### src/rtl/fb_uart_dump.sv
// fb_uart_dump: walks the frame buffer after a start edge and streams a sync header plus every pixel out as 8N1 UART.
module fb_uart_dump #(
  parameter int         CLKS_PER_BIT = 868,
  parameter int         PIX_COUNT    = 65536,
  parameter logic [7:0] HDR0         = 8'hA5,
  parameter logic [7:0] HDR1         = 8'h5A
) (
  input  logic        clk,
  input  logic        rst,
  input  logic        i_start,
  output logic [15:0] o_rd_addr,
  output logic        o_rd_en,
  input  logic [7:0]  i_rd_data,
  output logic        o_tx,
  output logic        o_busy,
  output logic        o_done
);
  localparam int CW = CLKS_PER_BIT > 1 ? $clog2(CLKS_PER_BIT) : 1;
  typedef enum logic [2:0] {IDLE, HDR_A, HDR_B, FETCH, WAIT, SEND, FIN} state_t;
  state_t          state_q, state_d;
  logic [16:0]     pix_q, pix_d;
  logic            busy_q, busy_d, done_q, done_d, prev_q;
  logic            act_q, act_d, tx_q, tx_d;
  logic [CW-1:0]   cnt_q, cnt_d;
  logic [3:0]      bno_q, bno_d;
  logic [7:0]      sh_q, sh_d, ld_byte;
  logic            load, tick, fdone, start_edge;
  assign start_edge = i_start & ~prev_q;
  assign tick       = cnt_q == CW'(CLKS_PER_BIT - 1);
  assign fdone      = act_q & tick & (bno_q == 4'd9);
  assign o_rd_addr  = pix_q[15:0];
  assign o_rd_en    = state_q == FETCH;
  assign o_tx       = tx_q;
  assign o_busy     = busy_q;
  assign o_done     = done_q;
  always_comb begin
    state_d = state_q;
    pix_d   = pix_q;
    busy_d  = busy_q;
    done_d  = done_q;
    load    = 1'b0;
    ld_byte = HDR0;
    case (state_q)
      IDLE: if (start_edge && !busy_q) begin
        state_d = HDR_A;
        busy_d  = 1'b1;
        done_d  = 1'b0;
        pix_d   = '0;
      end
      HDR_A: if (!act_q) load = 1'b1;
      else if (fdone) begin
        load    = 1'b1;
        ld_byte = HDR1;
        state_d = HDR_B;
      end
      HDR_B: state_d = fdone ? FETCH : HDR_B;
      FETCH: state_d = WAIT;
      WAIT: begin
        load    = 1'b1;
        ld_byte = i_rd_data;
        state_d = SEND;
      end
      SEND: if (fdone) begin
        state_d = pix_q == 17'(PIX_COUNT - 1) ? FIN : FETCH;
        pix_d   = pix_q == 17'(PIX_COUNT - 1) ? pix_q : pix_q + 17'd1;
      end
      FIN: begin
        busy_d  = 1'b0;
        done_d  = 1'b1;
        state_d = IDLE;
      end
      default: state_d = IDLE;
    endcase
  end
  // Loading drives the start bit on the next cycle; each boundary shifts out the next LSB, then the stop bit.
  always_comb begin
    act_d = act_q;
    cnt_d = cnt_q;
    bno_d = bno_q;
    sh_d  = sh_q;
    tx_d  = tx_q;
    if (load) begin
      act_d = 1'b1;
      cnt_d = '0;
      bno_d = '0;
      sh_d  = ld_byte;
      tx_d  = 1'b0;
    end else if (act_q) begin
      cnt_d = tick ? '0 : cnt_q + 1'b1;
      if (tick) begin
        bno_d = bno_q + 4'd1;
        sh_d  = sh_q >> 1;
        tx_d  = bno_q < 4'd8 ? sh_q[0] : 1'b1;
        act_d = bno_q != 4'd9;
      end
    end
  end
  always_ff @(posedge clk or posedge rst) begin
    if (rst) begin
      state_q <= IDLE;
      pix_q   <= '0;
      busy_q  <= 1'b0;
      done_q  <= 1'b0;
      prev_q  <= 1'b1;
      act_q   <= 1'b0;
      cnt_q   <= '0;
      bno_q   <= '0;
      sh_q    <= '0;
      tx_q    <= 1'b1;
    end else begin
      state_q <= state_d;
      pix_q   <= pix_d;
      busy_q  <= busy_d;
      done_q  <= done_d;
      prev_q  <= i_start;
      act_q   <= act_d;
      cnt_q   <= cnt_d;
      bno_q   <= bno_d;
      sh_q    <= sh_d;
      tx_q    <= tx_d;
    end
  end
endmodule

### config.mk
export PLATFORM = sky130hd
export DESIGN_NAME = fb_uart_dump
export DESIGN_NICKNAME = d
export VERILOG_FILES = /design/src/rtl/fb_uart_dump.sv
export SDC_FILE = /design/constraint.sdc
export NUM_CORES = 1
export LEC_CHECK = 0
export CAP_MARGIN = 20
export CORE_AREA = 2 2 83 85
export DETAILED_ROUTE_END_ITERATION = 16
export DIE_AREA = 0 0 85 87
export PLACE_DENSITY_LB_ADDON = 0.15
export SLEW_MARGIN = 20
export SYNTH_ARGS = -nofsm -noshare
export SYNTH_HDL_FRONTEND = slang
export SYNTH_SLANG_ARGS = --single-unit
### constraint.sdc
create_clock -name clk -period 6.85 [get_ports clk]
set_input_delay 1.0275 -clock clk [delete_from_list [all_inputs] [get_ports clk]]
set_output_delay 1.0275 -clock clk [all_outputs]
set_load 0.005 [all_outputs]
Word-level counts from Yosys, hierarchy flattened
Cells that the tools add are included.

storage, ports and cells
  register bits after elaboration = 47
  input bits = 11
  word-level logic and storage cells = 81

cells by class
  add/subtract/negate cells = 3
  magnitude comparators = 1
  equality and inequality tests = 15
  multiplexer cells = 37
  bitwise logic cells = 4
  reductions and logical operators = 11

operators with widths
  kind                     count
  $mux W17                 3
  $mux W8                  5
  $pmux W17 S2             1
  $mux W10                 3
  $pmux W3 S6              1
  $add A17 B1 Y17 const B  1
  $eq A17 B16 Y1 const B   1
  $pmux W8 S2              1
  $mux W3                  5
  $mux W1                  12
  $mux W4                  3
  $add A10 B1 Y10 const B  1
  $eq A10 B10 Y1 const B   1
  $ne A2 B2 Y1 const B     5
  $eq A3 B3 Y1 const B     3
  $reduce_and A4 Y1        2
  $reduce_bool A2 Y1       4
  $eq A3 B2 Y1 const B     2
  $pmux W1 S2              3
  $add A4 B1 Y4 const B    1
  $eq A4 B4 Y1 const B     1
  $lt A4 B4 Y1 const B     1
  $ne A4 B4 Y1 const B     1
  $reduce_and A2 Y1        2
  other kinds (6)          8

Logic depth before layout (Yosys ltp)
  depth after elaboration = 8
  depth in mapped cells = 12
  mapped depth without buffers = 11

Least setup slack after synthesis
Ideal clock, no wire load.

  kind = reg-to-reg
  start point = register pix_q[0]
  end point = register pix_q[3]
  arrival = 2.635 ns
  data required time = 6.784 ns
  slack = 4.149 ns
  stages on the path, launching flop included = 13
  path buffers = 1
  clock period less this slack = 2.701 ns
  path through = dfrtp_1 ha_1 nand3_1 nor3_1 nand3_1 nor3_1 ha_1 nand4bb_1 mux2i_4 and2_1 buf_6 or4_1 nand2_1

on the way
  longest elaborated chain between the ends = 4

ends and longest elaborated chain
  what                      line  source
  start: declaration        21    logic [16:0] pix_q, pix_d;
  start signal: assignment  112   pix_q <= pix_d;
  $add A17 B1 Y17           65    pix_d = pix_q == 17'(PIX_COUNT - 1) ? pix_q : pix_q + 17'd1;
  $mux W17                  65
  $mux W17                  63    SEND: if (fdone) begin
  $pmux W17 S2              43    case (state_q)

Several ways; a longest one is shown, not always the timed one. The select of a mux whose other input is x is not followed.
A chain may end at the register's enable or synchronous reset.

Final worst setup path
Same ends and word-level chain as after synthesis.

==> results.ini <==
[timing]
rsz0062_at_grt=false
timing.hold.ws_ps=482
maxSlewViolCount=0
finalHoldViolCount=0
fin_skew_ps=9.65
worst_pin_slew_ps=852
max_freq_mhz=308
setup_tns_ps=0
finalSetupViolCount=0
slew_headroom_pct=43.2
period_share_pct=47.4
period_needed_ps=3240

[layout]
final-seq-area_mm2=0.00118
drive_gt1_share_pct=10.0
nFillCells=622
final_common_cell=dfrtp_1
antenna_cells=0
final_nets=314
final_cell_area_mm2=0.00310
syn2layout_area_growth_pct=11.7
final_cell_mix=dfrtp_1, nand2_1, clkdlybuf4s50_1
multi_input_area_mm2=0.00135

[synth]
synthesis.area_mm2=0.00278
synthCells=289
synth_seq_cells=47
synth_flop_cell=dfrtp_1
synth.net_count=305
synth_cell_type_count=62
synth.avg_cell_area_um2=9.61
seq_area_frac_synth_pct=42.4
synth_edf_count=0
async_reset_ff_share_pct=100
yosysWarnings=0

[global_routing]
grt_pass1_vias=1900
antenna_found_initial=0
gr-usage-all-layers_pct=15.3
use_met1_pct=22.4
grt_max_degree=48
busiest_layer=met1
grt.met3_usage_pct=4.17
grtUsageMet2_pct=21.9
grt_pass1_wl_um=9080
overflow=0

[clock_network]
root_buffer=clkbuf_8
cts_resized=0
cts.clk_slew.worst_paths_ps=90
h-tree-depth=2
cts_setup_buffers=0
cts_tree=yes
clockBufferDepth=2
hold_buffers=0
clk_latency_ps=300
cts_buffers=5
clock_sinks=47

[setup_path]
reg2reg_depth=11
r2r-start=pix_q[0]
crit_required_ps=7100
crit_arrival_ps=3490
crit_type=flop to flop
rr_endpoint=pix_q[3]
cp-start-kind=flop
end_kind=flop
reg2reg_slack_ps=3610
cp_max_fo=10

[min_path]
hp-class=flop to flop
hold_path_depth=2
hp-start=o_tx
min_to=o_tx

[drt]
finalWirelength_um=5330
wl_per_cell_um=14.1
vias=2084
first_iter_violations=69
drc_errors=0
ant_nets=0
avgViaCountPerCell=5.50
first_pass_iters=4

[placed_design]
placed_area_mm2=0.00297
routabilityCongestion=0.882
dpl.hpwl_um=3710
port_buffers=30

[die]
core_mm2=0.00657
num_rows=30
die_area_mm2=0.00740
start_util_pct=42.3
pin_count=31
dieWidth_um=85
die_y_um=87

[status]
status=complete, no violations

[pwr]
total_power_mw=0.530
p_leak_nw=1.32
irDropWorstVdd_mv=0.112
powerDensity_mw_per_mm2=171

[flow_run]
drv_cap=0

how the worst max path moves through the flow:
stage	start	endpoint	slack [ps]	cells after the start
after global routing	pix_q[1]	pix_q[3]	3440	11
final	pix_q[0]	pix_q[3]	3610	11
after detailed placement	i_start	pix_q[14]	3670	6
after floorplan	pix_q[0]	pix_q[3]	4150	12
after global placement	i_start	pix_q[14]	3710	6
after CTS	pix_q[0]	pix_q[3]	3650	11
synthesized netlist by cell type (all sizes together) (5+ instances only):
library cell,instances,share of area (%)
inv,10,1.4
xor2,10,3.2
buf,23,6.5
nor3,9,2.0
or3,5,1.3
clkbuf,5,1.0
nand2,32,4.3
or4,5,1.4
a21oi,13,2.7
o21ai,14,2.9
nand3,15,2.9
dfrtp,45,41
ha,5,2.3
o31ai,7,1.9
nor2,28,3.8
layout make-up:
cell class	count	share of cell area [%]
timing repair buffer	30	9.68
tap	80	3.23
clock buffer	6	2.34
multi-input combinational	204	43.6
inverter	10	1.25
sequential	47	38.0
clock inverter	2	1.94
power breakdown:
group	internal, mW	leakage [nW]	switching (mW)	total, mW
combinational	0.00515	0.661	0.00608	0.0112
clock	0.146	0.0654	0.0949	0.241
sequential	0.278	0.598	0.0000718	0.278
per-stage QoR:
step                      util, %  std cells  worst slack [ps]
after CTS                    47.2        379              3650
after global placement       45.2        371              3710
after floorplan                 -        289              4150
after detailed placement     45.2        371              3670
final                        47.2        379              3610
after global routing         47.2        379              3440
flip-flops by register name, summed over array words and instances (netlist names):
name     flops
act_q        1
state_q      3
o_tx         1
pix_q       17
cnt_q       10
o_busy       1
sh_q         8
o_done       1
prev_q       1
bno_q        4
routing by layer:
layer  routed length [um]  part of all wire, %
met2                 2250                   42
met5                    0                    0
met3                  206                  3.9
met4                   46                 0.86
met1                 2830                   53
cells by family after synthesis:
| family | count (synthesis) | synth area share, % |
|---|---|---|
| and+or+nand+nor | 122 | 25.2 |
| AOI/OAI and AO/OA | 62 | 16.0 |
| DFF | 47 | 42.4 |
| buffers and inverters | 38 | 8.87 |
| xor gates and xnor gates | 13 | 4.10 |
| adders and majority gates | 5 | 2.25 |
| muxes | 2 | 1.17 |
critical path, cell delays in order, from the launching register on:
cell       delay, ps
dfrtp_1          450
ha_1             230
nand3_1          120
nor3_1           500
nand3_1          230
nor3_1           240
ha_1             210
nand4bb_1        200
mux2i_4          140
and2_1           290
or4_1            500
nand2_1           70
Note: power is estimated with default switching activity, not from simulation.
